--- src/rtl/fetch_unit_if.sv ---
// Fetch-stage bus: redirect in, instruction BRAM read port, and the valid/ready
// output toward the decode skid buffer. master = fetch unit, slave = environment.
interface fetch_unit_if #(
    parameter int XLEN = 32,
    parameter int ILEN = 32
);
    logic            redirect_valid_i;
    logic [XLEN-1:0] redirect_pc_i;
    logic            imem_en_o;
    logic [XLEN-1:0] imem_addr_o;
    logic [ILEN-1:0] imem_rdata_i;
    logic            valid_out;
    logic            ready_in;
    logic [XLEN-1:0] pc_out;
    logic [ILEN-1:0] instr_out;

    modport master (
        input  redirect_valid_i, redirect_pc_i, imem_rdata_i, ready_in,
        output imem_en_o, imem_addr_o, valid_out, pc_out, instr_out
    );

    modport slave (
        output redirect_valid_i, redirect_pc_i, imem_rdata_i, ready_in,
        input  imem_en_o, imem_addr_o, valid_out, pc_out, instr_out
    );
endinterface

--- src/rtl/fetch_unit.sv ---
// Sequential instruction fetch with a 2-entry {pc, instr} queue; issue-to-valid_out is 2 cycles.
// Reads are only issued when queue + in-flight has room, so a stall never loses data; redirect flushes.
module fetch_unit #(
    parameter int              XLEN     = 32,
    parameter int              ILEN     = 32,
    parameter logic [XLEN-1:0] RESET_PC = '0
) (
    input  logic         clk,
    input  logic         rst,
    fetch_unit_if.master bus
);
    logic [XLEN-1:0] r_pc;
    logic [XLEN-1:0] r_inflight_pc;
    logic            r_inflight;
    logic [XLEN-1:0] r_q_pc    [2];
    logic [ILEN-1:0] r_q_instr [2];
    logic            r_rd_ptr;
    logic            r_wr_ptr;
    logic [1:0]      r_count;

    logic [1:0]      w_occ;
    logic            w_valid;
    logic            w_pop;
    logic            w_push;
    logic            w_issue;
    logic [XLEN-1:0] w_redirect_pc;

    assign w_occ         = r_count + {1'b0, r_inflight};
    assign w_valid       = (r_count != 2'd0) && !bus.redirect_valid_i;
    assign w_pop         = w_valid && bus.ready_in;
    assign w_push        = r_inflight && !bus.redirect_valid_i;
    // A full pipe may still issue when the head leaves this cycle: that frees the slot the new read lands in.
    assign w_issue       = !rst && !bus.redirect_valid_i &&
                           ((w_occ < 2'd2) || ((w_occ == 2'd2) && w_pop));
    assign w_redirect_pc = bus.redirect_pc_i & {{(XLEN-2){1'b1}}, 2'b00};

    assign bus.imem_en_o   = w_issue;
    assign bus.imem_addr_o = r_pc;
    assign bus.valid_out   = w_valid;
    assign bus.pc_out      = (r_count != 2'd0) ? r_q_pc[r_rd_ptr]    : '0;
    assign bus.instr_out   = (r_count != 2'd0) ? r_q_instr[r_rd_ptr] : '0;

    always_ff @(posedge clk or posedge rst) begin
        if (rst) begin
            r_pc          <= RESET_PC;
            r_inflight_pc <= '0;
            r_inflight    <= 1'b0;
            r_rd_ptr      <= 1'b0;
            r_wr_ptr      <= 1'b0;
            r_count       <= 2'd0;
            for (int i = 0; i < 2; i++) begin
                r_q_pc[i]    <= '0;
                r_q_instr[i] <= '0;
            end
        end else if (bus.redirect_valid_i) begin
            // The read returning this cycle belongs to the old path and is dropped with the queue.
            r_pc       <= w_redirect_pc;
            r_inflight <= 1'b0;
            r_rd_ptr   <= 1'b0;
            r_wr_ptr   <= 1'b0;
            r_count    <= 2'd0;
        end else begin
            r_inflight <= w_issue;
            if (w_issue) begin
                r_pc          <= r_pc + XLEN'(4);
                r_inflight_pc <= r_pc;
            end
            if (w_push) begin
                r_q_pc[r_wr_ptr]    <= r_inflight_pc;
                r_q_instr[r_wr_ptr] <= bus.imem_rdata_i;
                r_wr_ptr            <= ~r_wr_ptr;
            end
            if (w_pop) begin
                r_rd_ptr <= ~r_rd_ptr;
            end
            case ({w_push, w_pop})
                2'b10:   r_count <= r_count + 2'd1;
                2'b01:   r_count <= r_count - 2'd1;
                default: r_count <= r_count;
            endcase
        end
    end

    a_no_overflow: assert property (@(posedge clk) disable iff (rst)
        (w_push && !w_pop) |-> (r_count < 2'd2));
endmodule

--- src/flat_wrapper.sv ---
// flat-port wrapper written by rule: the top's interface ports become plain ports
module fetch_unit_flat 
#(
    parameter int              XLEN     = 32,
    parameter int              ILEN     = 32,
    parameter logic [XLEN-1:0] RESET_PC = '0
)
  (clk, rst, bus_redirect_valid_i, bus_redirect_pc_i, bus_imem_rdata_i, bus_ready_in, bus_imem_en_o, bus_imem_addr_o, bus_valid_out, bus_pc_out, bus_instr_out);
  fetch_unit_if #(.XLEN(XLEN), .ILEN(ILEN)) bus_i ();
  input  logic clk;
  input  logic rst;
  input wire logic [$bits(bus_i.redirect_valid_i)-1:0] bus_redirect_valid_i;
  input wire logic [$bits(bus_i.redirect_pc_i)-1:0] bus_redirect_pc_i;
  input wire logic [$bits(bus_i.imem_rdata_i)-1:0] bus_imem_rdata_i;
  input wire logic [$bits(bus_i.ready_in)-1:0] bus_ready_in;
  output wire logic [$bits(bus_i.imem_en_o)-1:0] bus_imem_en_o;
  output wire logic [$bits(bus_i.imem_addr_o)-1:0] bus_imem_addr_o;
  output wire logic [$bits(bus_i.valid_out)-1:0] bus_valid_out;
  output wire logic [$bits(bus_i.pc_out)-1:0] bus_pc_out;
  output wire logic [$bits(bus_i.instr_out)-1:0] bus_instr_out;
  assign bus_i.redirect_valid_i = bus_redirect_valid_i;
  assign bus_i.redirect_pc_i = bus_redirect_pc_i;
  assign bus_i.imem_rdata_i = bus_imem_rdata_i;
  assign bus_i.ready_in = bus_ready_in;
  assign bus_imem_en_o = bus_i.imem_en_o;
  assign bus_imem_addr_o = bus_i.imem_addr_o;
  assign bus_valid_out = bus_i.valid_out;
  assign bus_pc_out = bus_i.pc_out;
  assign bus_instr_out = bus_i.instr_out;
  fetch_unit #(.XLEN(XLEN), .ILEN(ILEN), .RESET_PC(RESET_PC)) u_core (.clk(clk), .rst(rst), .bus(bus_i));
endmodule
--- config.mk ---
export PLATFORM = sky130hd
export DESIGN_NAME = fetch_unit_flat
export DESIGN_NICKNAME = d
export VERILOG_FILES = /design/src/rtl/fetch_unit_if.sv /design/src/rtl/fetch_unit.sv /design/src/flat_wrapper.sv
export SDC_FILE = /design/constraint.sdc
export NUM_CORES = 1
export LEC_CHECK = 0
export ABC_AREA = 1
export BUFFER_PORTS_ARGS = -buffer_cell sky130_fd_sc_hd__buf_2
export CORE_MARGIN = 2
export CORE_UTILIZATION = 60
export DETAILED_ROUTE_END_ITERATION = 8
export HOLD_SLACK_MARGIN = 0.12
export PLACE_DENSITY_LB_ADDON = 0.05
export SKIP_CTS_REPAIR_TIMING = 1
export SYNTH_ARGS = -nofsm -noshare
export SYNTH_HDL_FRONTEND = slang
export SYNTH_SLANG_ARGS = --single-unit
--- constraint.sdc ---
create_clock -name clk -period 16 [get_ports clk]
set_clock_uncertainty 0.2 [all_clocks]
set_input_delay 1.6 -clock clk [delete_from_list [all_inputs] [get_ports clk]]
set_output_delay 1.6 -clock clk [all_outputs]
set_load 0.02 [all_outputs]
### Yosys cells after proc, flatten, opt, wreduce, memory -nomap -nowiden

Cells that the tools add are included.

* bits in registers: 197
* latch bits: 0
* memory bits (writable): 0
* bits in read-only memories: 0
* bits of input ports: 68
* logic and storage cells: 64
* memories: 0

* add/sub/neg operators: 4
* $mul: 0
* div/mod/pow operators: 0
* order comparisons: 4
* equal/unequal tests: 3
* shift-type cells: 0
* muxes and demuxes: 21
* bitwise logic cells: 5
* reductions and logical operators: 17

Operators with widths (number)
* two-way mux 32 bit: 11
* bitwise mux 64 bit: 2
* adder 32 x 3 -> 32 bit, second input constant: 1
* demux 32 bit (select 1 bit): 1
* nonzero test 2 bit: 4
* logical AND 1 bit: 7
* two-way mux 1 bit: 5
* equality test 2 bit, second input constant: 2
* >= comparator 2 bit, second input constant: 2
* NOT 1 -> 2 bit: 2
* case mux 2 bit (2 select lines): 1
* AND reduction 2 bit: 2
* NOT 1 bit: 3
* nonzero test 3 bit: 1
* adder 2 x 1 -> 2 bit: 1
* adder 2 x 1 -> 2 bit, second input constant: 1
* equality test 2 x 1 -> 1 bit, second input constant: 1
* logical NOT 1 bit: 2
* less-than comparator 2 x 1 -> 1 bit, second input constant: 1
* less-than comparator 2 bit, second input constant: 1
* two-way mux 2 bit: 1
* subtractor 2 x 1 -> 2 bit, second input constant: 1
* logical OR 1 bit: 1

### Depth between registers and ports, before layout

* depth in word-level cells: 8
* gate-level depth with buffers: 11
* mapped depth without buffers: 9

### Worst setup path before layout

No wires, ideal clock.

* path kind: in2out
* from: input port bus_redirect_valid_i
* to: output port bus_imem_en_o
* arrival: 2350 ps
* path slack: 11850 ps
* stages: 7
* cell sequence: buf_4 -> inv_2 -> nand4_1 -> nand2_1 -> nand2_1 -> clkbuf_1 -> inv_1

* cells in the longest elaborated chain, start to end: 6

Ends and longest elaborated chain
* from (decl): RTL line flat_wrapper.sv:12 `input wire logic [$bits(bus_i.redirect_valid_i)-1:0] bus_redirect_valid_i;`
* logical NOT 1 bit (*): RTL line fetch_unit.sv:29, fetch_unit.sv:33
* logical AND 1 bit: RTL line fetch_unit.sv:29 `assign w_valid = (r_count != 2'd0) && !bus.redirect_valid_i;`
* logical AND 1 bit: RTL line fetch_unit.sv:30 `assign w_pop = w_valid && bus.ready_in;`
* logical AND 1 bit: RTL line fetch_unit.sv:34 `((w_occ < 2'd2) || ((w_occ == 2'd2) && w_pop));`
* logical OR 1 bit: RTL line fetch_unit.sv:34
* logical AND 1 bit (*): RTL line fetch_unit.sv:33 `assign w_issue = !rst && !bus.redirect_valid_i &&`
* to (decl): RTL line flat_wrapper.sv:16 `output wire logic [$bits(bus_i.imem_en_o)-1:0] bus_imem_en_o;`

Mark *: on every way between the ends. The rest lies on a longest branch, timed or not.

### Final worst setup path

Ends and elaborated chain as after synthesis.

==> qor.csv <==
metric,value,unit
leakage,5.32,nW
Period minus WS final,5.59,ns
vias per cell,5.30,
die area,16000,µm²
area delta synth->final,15.0,%
mapped cell area,9020,µm²
Worst-path clk slew,0.06,ns
first-pass GRT wire length,34900,µm
Async SR Flop Fraction,100,%
Die H,127,µm
CTS buffer count,17,
Initial Utilization,61.9,%
nets@finish,1360,
Yosys top cell by area,dfrtp_1,
number of max-cap violations,0,
CTS tree,built,
"flops & latches, synth",189,
n_diodes,0,
vias in the first global route,7219,
Routed WL per cell,14.0,µm
unrepaired setup endpoints after global routing,no,
layout cells sized above 1,16.4,%
outcome,finished clean,
TNS Setup,0,ns
grt ovf,0,
measured slew at the worst slew-check pin,1.01,ns
largest net degree at the start of global routing,108,
synthesized instance count,1170,
"Seq/Total Area, Yosys",52.4,%
fin crit share,34.9,%
Clock Tree Root,clkbuf_16,
pwr/cell area,174,nW/µm²
worst-case clock buffer depth,2,
GRT Overall Usage,26.9,%
Seq. cell area,4730,µm²
row cnt,44,
slew margin rel.,32.5,%
number of setup violations in the final report,0,
Netlist cell types,28,
worst-path fanout max,74,
CP endpoint kind,primary output,
clock sinks,189,
r2r worst-path depth,10,
worst min path class,flip-flop to flip-flop,
CP required,14.20,ns
Final Wtd Congestion,0.840,
fin util,71.1,%
DP Wirelength,13200,µm
Core Area,14600,µm²
routed wire length,20800,µm
Worst EP arrival,3.79,ns
"EDFF count, synth",0,
Die W,127,µm
Ports,166,
startpoint types,primary input,
Starting DRT DRC Count,615,
Max VDD drop,0.0852,mV
DRC Markers,0,
Worst-Skew Late Latency,0.42,ns
Port Buffers,159,
DRT Pass-1 Iters,7,
area occupied by multi-input gates,3550,µm²
antenna violation net count after detailed routing,0,
largest cells by area after synthesis,"dfrtp_1 (52%), nand2_1 (18%), o21ai_0 (9.1%), inv_1 (4.5%), nand3_1 (4.2%)",
routed via count,7876,
top_reg_cell synth,dfrtp_1,
Achievable Freq,179,MHz
most common library cells after synthesis,"nand2_1 (424), dfrtp_1 (189), o21ai_0 (164), inv_1 (109), nand3_1 (76)",
initial antenna violation count,0,
Synth Area per Inst,7.71,µm²
top-count cell post-synth,nand2_1,
max-slew violation count,0,
hold path cells,2,
H-tree level count,4,
Fillers,1266,
Yosys top cell area share,52.4,%
CP Class,primary input to primary output,
"Warnings, synthesis",0,
Final Hold Fails,0,
-- cell families (layout without fill, tap and decap cells) --
group / Yosys count / after routing / synth area share [%]
compound gates: 239 / 239 / 13.4
flops: 189 / 189 / 52.4
other cells: 1 / 4 / 0.0416
fa+ha+maj: 2 / 2 / 0.277
buf+inv: 181 / 310 / 8.66
xor+xnor: 9 / 9 / 0.873
simple gates: 549 / 549 / 24.4
-- final cells by class --
class | count | area share, %
Sequential cell | 189 | 45.6
Timing Repair Buffer | 166 | 8.18
Clock inverter | 10 | 1.10
Clock buffer | 21 | 4.53
Multi-Input combinational cell | 803 | 34.2
Tap cell | 184 | 2.22
Inverter | 113 | 4.18
-- power breakdown --
| part | switching (mW) | internal [mW] | total, mW |
|---|---|---|---|
| sequential | 0.117 | 0.659 | 0.775 |
| combinational | 0.412 | 0.201 | 0.613 |
| clock | 0.175 | 0.242 | 0.417 |
-- placed cells by master (no fill, tap or decap), types with 4 or more instances in the layout --
cell       netlist  final
buf_2           17    159
nand2_2          3      4
nor2_1          36     36
o21ai_0        164    164
a21oi_1         62     62
clkinv_2         0      4
conb_1           1      4
inv_1          109    108
nand2_1        424    423
dfrtp_1        189    188
o21ai_1          9      9
xnor2_1          6      6
nand3_1         76     76
buf_4            8      7
clkbuf_16        0     17
-- worst max-delay path: stages --
cell     delay [ns]
buf_2          0.52
inv_2          0.47
nand4_1        0.21
nand2_1        0.08
nand2_2        0.05
buf_4          0.56
inv_1          0.08
buf_2          0.18
-- layer usage --
metal  global-route usage (%)  share of wire (%)
met1                     37.9                 45
met5                        0                  0
met3                     3.80                5.3
met4                     9.24                1.9
met2                     43.3                 48
-- stage by stage --
step                power, mW  cells  instance area (µm²)  setup WS [ns]  hold slack (ns)
floorplan                1.20   1173                 9040           9.06            0.253
global placement         1.37   1455                 9790          10.44            0.265
global route             1.94   1486                10400          10.21            0.304
finish                   1.81   1486                10400          10.41            0.282
detailed placement       1.40   1455                 9790          10.40            0.272
CTS                      1.82   1486                10400          10.39            0.288
-- state kept, by name (all words and copies together) (netlist names) --
name and count:
u_core.r_q_pc 60, u_core.bus.imem_addr_o 30, u_core.r_inflight_pc 30, u_core.r_q_instr 64
u_core.r_wr_ptr 1, u_core.r_rd_ptr 1, u_core.r_inflight 1, u_core.r_count 2
-- worst paths after layout --
check,slack (ns),from,end
worst max-delay path,10.41,bus_redirect_valid_i,bus_imem_en_o
worst min-delay path,0.28,u_core.r_q_pc[25],u_core.r_q_pc[25]
worst max register to register,13.47,u_core.r_inflight,u_core.bus.imem_addr_o[10]
worst min register to register,0.28,u_core.r_q_pc[25],u_core.r_q_pc[25]
max in group asynchronous,12.81,rst,u_core.r_rd_ptr
min in group asynchronous,1.19,rst,u_core.r_q_pc[2]
Power figures use the tool's default switching activity.
